==> config.mk <==
export PLATFORM = sky130hd
export DESIGN_NAME = bram_port_arb_flat
export DESIGN_NICKNAME = d
export VERILOG_FILES = /design/src/rtl/bram_arb_pkg.sv /design/src/rtl/bram_port_arb_if.sv /design/src/rtl/bram_clear_seq.sv /design/src/rtl/bram_port_arb.sv /design/src/flat_wrapper.sv
export SDC_FILE = /design/constraint.sdc
export NUM_CORES = 1
export LEC_CHECK = 0
export BUFFER_PORTS_ARGS = -buffer_cell sky130_fd_sc_hd__buf_4
export CAP_MARGIN = 20
export CORE_AREA = 3 3 88 90
export DETAILED_ROUTE_END_ITERATION = 8
export DIE_AREA = 0 0 91 93
export PLACE_DENSITY_LB_ADDON = 0.25
export SLEW_MARGIN = 20
export SYNTH_ARGS = -nofsm -noshare
export SYNTH_HDL_FRONTEND = slang
export SYNTH_SLANG_ARGS = --single-unit
==> constraint.sdc <==
create_clock -name clk -period 2.4 [get_ports clk]
set_clock_uncertainty 0.1 [all_clocks]
set_input_delay 0.12 -clock clk [delete_from_list [all_inputs] [get_ports clk]]
set_output_delay 0.12 -clock clk [all_outputs]
set_load 0.01 [all_outputs]
==> src/rtl/bram_arb_pkg.sv <==
// Shared constants and types for the cache BRAM port arbiter.
// Imported by the interface, the clear sequencer and the arbiter top.
package bram_arb_pkg;

  localparam int ADDR_W = 7;
  localparam int DATA_W = 32;
  localparam int DEPTH  = 2**ADDR_W;

  typedef enum logic [1:0] {
    CLEAR,
    RUN,
    LOCKED
  } arb_state_e;

  typedef enum logic {
    REQ_M0,
    REQ_M1
  } req_id_e;

endpackage

==> src/rtl/bram_port_arb_if.sv <==
// One requester port of the BRAM arbiter: request beat plus read return.
// master = requester side, slave = arbiter side.
interface bram_port_arb_if;
  import bram_arb_pkg::*;

  logic              req;
  logic              we;
  logic [ADDR_W-1:0] addr;
  logic [DATA_W-1:0] wdata;
  logic              gnt;
  logic              rvalid;
  logic [DATA_W-1:0] rdata;

  modport master (
    output req, we, addr, wdata,
    input  gnt, rvalid, rdata
  );

  modport slave (
    input  req, we, addr, wdata,
    output gnt, rvalid, rdata
  );

endinterface

==> src/rtl/bram_clear_seq.sv <==
// Post-reset sweep counter that zeroes every BRAM entry once.
// Used by bram_port_arb only when BRAM_ARB_CLEAR_EN is defined.
module bram_clear_seq
  import bram_arb_pkg::*;
(
  input  logic              clk,
  input  logic              resetn,
  output logic [ADDR_W-1:0] addr,
  output logic              active,
  output logic              last,
  output logic              done
);

  localparam logic [ADDR_W-1:0] TOP = ADDR_W'(DEPTH - 1);

  logic [ADDR_W-1:0] cnt_q;
  logic              done_q;

  // walk the address space once, then latch done
  always_ff @(posedge clk or negedge resetn) begin
    if (!resetn) begin
      cnt_q  <= '0;
      done_q <= 1'b0;
    end else if (!done_q) begin
      cnt_q <= cnt_q + 1'b1;
      if (cnt_q == TOP) done_q <= 1'b1;
    end
  end

  assign addr   = cnt_q;
  assign active = ~done_q;
  assign last   = ~done_q & (cnt_q == TOP);
  assign done   = done_q;

endmodule

==> src/rtl/bram_port_arb.sv <==
// Shares one single-port cache BRAM between lookup (m0) and refill (m1).
// Optional post-reset zero sweep enabled by macro BRAM_ARB_CLEAR_EN.
module bram_port_arb
  import bram_arb_pkg::*;
(
  input  logic              clk,
  input  logic              resetn,
  bram_port_arb_if.slave    m0,
  bram_port_arb_if.slave    m1,
  input  logic              m1_lock,
  output logic              bram_en,
  output logic              bram_we,
  output logic [ADDR_W-1:0] bram_addr,
  output logic [DATA_W-1:0] bram_wdata,
  input  logic [DATA_W-1:0] bram_rdata,
  output logic              init_done
);

  arb_state_e state_q, state_d;
  req_id_e    last_q, last_d;

  logic g0, g1;
  logic rv0_q, rv1_q;

  logic              clr_active;
  logic              clr_last;
  logic [ADDR_W-1:0] clr_addr;

`ifdef BRAM_ARB_CLEAR_EN
  localparam arb_state_e RST_STATE = CLEAR;

  logic clr_done;

  bram_clear_seq u_clr (
    .clk    (clk),
    .resetn (resetn),
    .addr   (clr_addr),
    .active (clr_active),
    .last   (clr_last),
    .done   (clr_done)
  );

  assign init_done = clr_done;
`else
  localparam arb_state_e RST_STATE = RUN;

  logic init_q;

  assign clr_active = 1'b0;
  assign clr_last   = 1'b0;
  assign clr_addr   = '0;

  // array is usable from the first edge after reset release
  always_ff @(posedge clk or negedge resetn) begin
    if (!resetn) init_q <= 1'b0;
    else         init_q <= 1'b1;
  end

  assign init_done = init_q;
`endif

  // state, round-robin pointer
  always_ff @(posedge clk or negedge resetn) begin
    if (!resetn) begin
      state_q <= RST_STATE;
      last_q  <= REQ_M1;
    end else begin
      state_q <= state_d;
      last_q  <= last_d;
    end
  end

  // grant decision and next state
  always_comb begin
    state_d = state_q;
    last_d  = last_q;
    g0      = 1'b0;
    g1      = 1'b0;
    unique case (state_q)
      CLEAR: begin
        if (clr_last) state_d = RUN;
      end
      RUN: begin
        if (init_done) begin
          if (m0.req && m1.req) begin
            if (last_q == REQ_M1) g0 = 1'b1;
            else                  g1 = 1'b1;
          end else begin
            g0 = m0.req;
            g1 = m1.req;
          end
        end
      end
      LOCKED: begin
        g1 = m1.req;
      end
      default: begin
        state_d = RUN;
      end
    endcase
    if (g0) last_d = REQ_M0;
    if (g1) begin
      last_d  = REQ_M1;
      state_d = m1_lock ? LOCKED : RUN;
    end
  end

  // steer the active source onto the BRAM pins
  always_comb begin
    bram_en    = g0 | g1 | clr_active;
    bram_we    = 1'b0;
    bram_addr  = '0;
    bram_wdata = '0;
    unique case (1'b1)
      clr_active: begin
        bram_we   = 1'b1;
        bram_addr = clr_addr;
      end
      g1: begin
        bram_we    = m1.we;
        bram_addr  = m1.addr;
        bram_wdata = m1.wdata;
      end
      g0: begin
        bram_we    = m0.we;
        bram_addr  = m0.addr;
        bram_wdata = m0.wdata;
      end
      default: ;
    endcase
  end

  // read return strobes, one cycle after a granted read
  always_ff @(posedge clk or negedge resetn) begin
    if (!resetn) begin
      rv0_q <= 1'b0;
      rv1_q <= 1'b0;
    end else begin
      rv0_q <= g0 & ~m0.we;
      rv1_q <= g1 & ~m1.we;
    end
  end

  assign m0.gnt    = g0;
  assign m1.gnt    = g1;
  assign m0.rvalid = rv0_q;
  assign m1.rvalid = rv1_q;
  assign m0.rdata  = bram_rdata;
  assign m1.rdata  = bram_rdata;

endmodule
==> src/flat_wrapper.sv <==
// flat-port wrapper written by rule: the top's interface ports become plain ports
module bram_port_arb_flat import bram_arb_pkg::*;
  (clk, resetn, m1_lock, bram_en, bram_we, bram_addr, bram_wdata, bram_rdata, init_done, m0_req, m0_we, m0_addr, m0_wdata, m0_gnt, m0_rvalid, m0_rdata, m1_req, m1_we, m1_addr, m1_wdata, m1_gnt, m1_rvalid, m1_rdata);
  bram_port_arb_if m0_i ();
  bram_port_arb_if m1_i ();
  input  logic clk;
  input  logic resetn;
  input  logic m1_lock;
  output logic bram_en;
  output logic bram_we;
  output logic [ADDR_W-1:0] bram_addr;
  output logic [DATA_W-1:0] bram_wdata;
  input  logic [DATA_W-1:0] bram_rdata;
  output logic init_done;
  input wire logic [$bits(m0_i.req)-1:0] m0_req;
  input wire logic [$bits(m0_i.we)-1:0] m0_we;
  input wire logic [$bits(m0_i.addr)-1:0] m0_addr;
  input wire logic [$bits(m0_i.wdata)-1:0] m0_wdata;
  output wire logic [$bits(m0_i.gnt)-1:0] m0_gnt;
  output wire logic [$bits(m0_i.rvalid)-1:0] m0_rvalid;
  output wire logic [$bits(m0_i.rdata)-1:0] m0_rdata;
  input wire logic [$bits(m1_i.req)-1:0] m1_req;
  input wire logic [$bits(m1_i.we)-1:0] m1_we;
  input wire logic [$bits(m1_i.addr)-1:0] m1_addr;
  input wire logic [$bits(m1_i.wdata)-1:0] m1_wdata;
  output wire logic [$bits(m1_i.gnt)-1:0] m1_gnt;
  output wire logic [$bits(m1_i.rvalid)-1:0] m1_rvalid;
  output wire logic [$bits(m1_i.rdata)-1:0] m1_rdata;
  assign m0_i.req = m0_req;
  assign m0_i.we = m0_we;
  assign m0_i.addr = m0_addr;
  assign m0_i.wdata = m0_wdata;
  assign m0_gnt = m0_i.gnt;
  assign m0_rvalid = m0_i.rvalid;
  assign m0_rdata = m0_i.rdata;
  assign m1_i.req = m1_req;
  assign m1_i.we = m1_we;
  assign m1_i.addr = m1_addr;
  assign m1_i.wdata = m1_wdata;
  assign m1_gnt = m1_i.gnt;
  assign m1_rvalid = m1_i.rvalid;
  assign m1_rdata = m1_i.rdata;
  bram_port_arb u_core (.clk(clk), .resetn(resetn), .m0(m0_i), .m1(m1_i), .m1_lock(m1_lock), .bram_en(bram_en), .bram_we(bram_we), .bram_addr(bram_addr), .bram_wdata(bram_wdata), .bram_rdata(bram_rdata), .init_done(init_done));
endmodule
# Word-level counts from Yosys, hierarchy flattened
# Index checks and enable logic that the tools add are counted.
[word_totals] out_inout_bits=110 register_bits=6 wordCells=33
[op_classes] reduce_logical=4 n_eq_ne=3 n_mux=16 bitwise_logic=5
[op_table] operator="32-bit case mux with 2 select lines" n=1
[op_table] operator="7-bit case mux with 2 select lines" n=1
[op_table] operator="1-bit two-way mux" n=9
[op_table] operator="2-bit two-way mux" n=3
[op_table] operator="1-bit case mux with 2 select lines" n=2
[op_table] operator="3-bit OR reduction" n=1
[op_table] operator="1-bit bitwise AND" n=2
[op_table] operator="2-bit by 1-bit == test with 1-bit output, second input constant" n=1
[op_table] operator="2-bit == test, second input constant" n=1
[op_table] operator="2-bit logical NOT" n=1
[op_table] operator="2-bit by 1-bit != test with 1-bit output, second input constant" n=1
[op_table] operator="1-bit NOT" n=2
[op_table] operator="2-bit nonzero test" n=1
[op_table] operator="1-bit logical AND" n=1
[op_table] operator="1-bit OR" n=1

# Depth between registers and ports, before layout
[logic_depth] ltp_word=6 depth_mapped=7 ltp_nobuf=5

# Worst setup path after synthesis
# OpenSTA, ideal clock, no wires.
[synth_path] path_kind="reg-to-reg" from="register u_core.state_q[0]" to="register u_core.state_q[1]" stages_incl_launch_ff=6 path_buffers=1 slack_ns=0.610 t_arrival_ns=1.565 setup_ns=0.125 cell_sequence="dfstp_2 > inv_1 > ha_1 > nor3b_1 > buf_6 > mux2_2"
[synth_between] elab_chain_len=3 elab_cells_between_ends=7 cone_classes="3 x eq/ne; 2 x mux; 2 x reduce/logical"
[synth_lines] element="start, declared" line_no="bram_port_arb.sv:19" source="arb_state_e state_q, state_d;"
[synth_lines] element="start signal, assigned" line_no="bram_port_arb.sv:68" source="state_q <= state_d;"
[synth_lines] element="2-bit == test (tied with other cells)" line_no="bram_port_arb.sv:79" source="unique case (state_q)"
[synth_lines] element="1-bit case mux with 2 select lines or 3-bit OR reduction (tied branches)"
[synth_lines] element="2-bit by 1-bit != test with 1-bit output (no source line) or 2-bit two-way mux (tied branches)"
# Parallel ways exist; a longest one is shown, timed or not.
# A chain may end at the register's enable or synchronous reset.

# Worst setup path after layout
[layout_path] from="register u_core.state_q[0]" to="output port bram_wdata[13]"
[layout_between] elab_chain_len=3 elab_cells_between_ends=5 cone_classes="2 x eq/ne; 3 x mux"
[layout_lines] element="2-bit == test or 2-bit by 1-bit == test with 1-bit output (tied branches)" line_no="bram_port_arb.sv:79"
[layout_lines] element="1-bit case mux with 2 select lines or 1-bit two-way mux (tied branches)" line_no="bram_port_arb.sv:79"
[layout_lines] element="32-bit case mux with 2 select lines (*)" line_no="bram_port_arb.sv:114" source="unique case (1'b1)"
[layout_lines] element="end, declared" line_no="flat_wrapper.sv:12" source="output logic [DATA_W-1:0] bram_wdata;"
# Mark *: on every way between the ends. The rest lies on a longest branch, timed or not.

==> impl_metrics.tcl <==
set metrics [dict create \
    outcome "finished clean" \
    ir_drop_uv 138 \
    die_width_um 91 \
    syn_avg_cell_area_um2 8.61 \
    first_pass_iters 4 \
    r2r_slack_ns 0.37 \
    ctsResizeCount 0 \
    hold_path.class "in -> async" \
    grt.total_usage_pct 8.81 \
    routed_wl_um 4130 \
    crit_required_ns 2.18 \
    synth_top_family_by_area "buffers and inverters" \
    seqCellArea_um2 153 \
    ys_ff_latch 6 \
    fin_tns_setup_ns 0 \
    layout_common_cells "buf_4 (133), a22o_1 (40), dlygate4sd3_1 (4), dfrtp_1 (4)" \
    multiInputGateArea_um2 490 \
    dp_cells 299 \
    h-tree-depth 1 \
    cts_hold_buf 4 \
    grt_pass1_wl_um 6070 \
    die-height_um 93 \
    ys_seq_area_share_pct 12.8 \
    r2r_cells 5 \
    critical_path_class "reg -> out" \
    overflow 0 \
    postCtsSetupRepairBufs 0 \
    syn_to_final_growth_pct 57.0 \
    first_global_vias 1229 \
    drive_above_1_share_pct 69.1 \
    io_buffers 130 \
    synth.cell_area_um2 1200 \
    layout_commonest_cell "buf_4" \
    rows 31 \
    antenna_left 0 \
    synthMuxAreaShare_pct 1.78 \
    synth_nets 259 \
    finalCritPeriodShare_pct 93.1 \
    coreArea_um2 7140 \
    finalNetCount 329 \
    cts_buffers 3 \
    cap_violations 0 \
    path_max_fanout 17 \
    io-pin-count 227 \
    dieArea_um2 8460 \
    root_buffer "clkbuf_8" \
    p_leak_uw 0.00101 \
    vias 1208 \
    synth-simple-area-share_pct 3.56 \
    slew_viol_final 0 \
    cts_tree "done" \
    via_per_inst 3.95 \
    initialDrtViolationCount 24 \
    routedWlPerCell_um 13.5 \
    grt_start_max_net_pins 30 \
    start_util_pct 16.8 \
    r2r_end "u_core.state_q[1]$_DFFE_PN0P_" \
    endpoint_kind "primary output" \
    max_freq_mhz 447 \
    synth_xor_area_share_pct 0 \
    yosys_warnings 0 \
    yosysTopAreaCell "buf_4" \
    netlist_instances 139 \
    insertion_delay_ns 0.22 \
    final.min_clock_period_ns 2.23 \
    fin_cells 306 \
    gp_congestion 0.694 \
    hpwl_um 3400 \
    powerDensity_nw_per_um2 583 \
    synth_compound_area_share_pct 31.2 \
    synth_top_area_share_pct 40.2 \
    hold_violations 0 \
    antenna_found_initial 0 \
    n_fill_cell 806 \
    antenna_cells 0 \
    regToRegStartpoint "u_core.state_q[0]$_DFFE_PN1P_" \
    numClockSinks 6 \
    synth_area_leaders "buf_4 (40%), a22o_1 (29%), dfrtp_1 (8.4%)" \
    ys_types 21 \
    synthAdderAreaFrac_pct 3.14 \
    setup_viol_count_final 0 \
    drc 0 \
    clk_path_buf_depth 2 \
    critPathLaunchType "flip-flop" \
    grt_setup_unrepaired "no" \
    worstPathArrival_ns 2.01 \
    clk_transition_reported_paths_ns 0.04 \
]
worst max-delay path by stage:
stage,start,end,slack [ns],cells after the start
after floorplan,u_core.state_q[0]$_DFFE_PN1P_,u_core.state_q[1]$_DFFE_PN0P_,0.61,5
after global placement,u_core.state_q[0]$_DFFE_PN1P_,u_core.state_q[1]$_DFFE_PN0P_,0.38,5
after detailed placement,u_core.state_q[0]$_DFFE_PN1P_,u_core.state_q[1]$_DFFE_PN0P_,0.37,5
after CTS,u_core.state_q[0]$_DFFE_PN1P_,bram_wdata[13],0.14,6
after global routing,u_core.state_q[0]$_DFFE_PN1P_,bram_wdata[13],0.06,6
final,u_core.state_q[0]$_DFFE_PN1P_,bram_wdata[13],0.17,6
cell families after synthesis:
kind of cell	count (synthesis)
adder cells (fa/ha/maj)	3
AND/OR/NAND/NOR	8
flip-flops	6
buffers and inverters	76
other	1
multiplexers	2
AO/OA/AOI/OAI	43
per-layer routing:
metal	global-route usage, %	share of wire, %
met3	2.17	9.9
met4	6.03	4.2
met2	15.4	51
met1	9.35	35
met5	0	0
where the power goes:
part	internal [uW]	switching, uW	total (uW)
registers	137	18.8	156
logic	448	341	789
clock network	108	42.9	151
metrics by stage:
stage	worst slack, ns	instance area, um^2	utilization, %	hold slack [ns]	power, uW
6_report	0.165	1880	26.3	0.140	1100
5_1_grt	0.0622	1880	26.3	0.140	1170
4_1_cts	0.140	1880	26.3	0.138	1120
3_5_place_dp	0.367	1800	25.2	-0.165	953
3_3_place_gp	0.376	1800	25.2	-0.166	954
2_1_floorplan	0.610	1200	-	-0.276	667
cell usage after synthesis:
cell / number
clkbuf_1: 2
nand3_1: 1
buf_2: 2
or2_2: 1
mux2i_1: 1
inv_1: 3
mux2_2: 1
buf_4: 64
nor3b_1: 1
nor2b_1: 2
dfstp_2: 2
nand2_1: 1
a31oi_1: 1
dfrtp_1: 4
buf_6: 5
a21o_1: 1
a22o_1: 40
nor2_1: 2
ha_1: 3
a21oi_2: 1
conb_1: 1
final cells by class:
| cell class | instances | area share [%] |
|---|---|---|
| Timing Repair Buffer | 138 | 56.4 |
| Clock buffer | 3 | 2.20 |
| Inverter | 3 | 0.600 |
| Tap cell | 99 | 6.60 |
| Sequential cell | 6 | 8.13 |
| Multi-Input combinational cell | 57 | 26.1 |
sequential cells by signal, summed over array words and instances, names as in the netlist:
signal and count:
u_core.state_q 2, u_core.init_done 1, u_core.last_q 1, u_core.m0.rvalid 1, u_core.m1.rvalid 1
critical path: stages (launching register included):
cell and delay, ns:
dfstp_2 0.55, inv_1 0.05, ha_1 0.29, nor3b_2 0.29, buf_4 0.28, a22o_1 0.20, buf_4 0.13
Power figures use the tool's default switching activity.
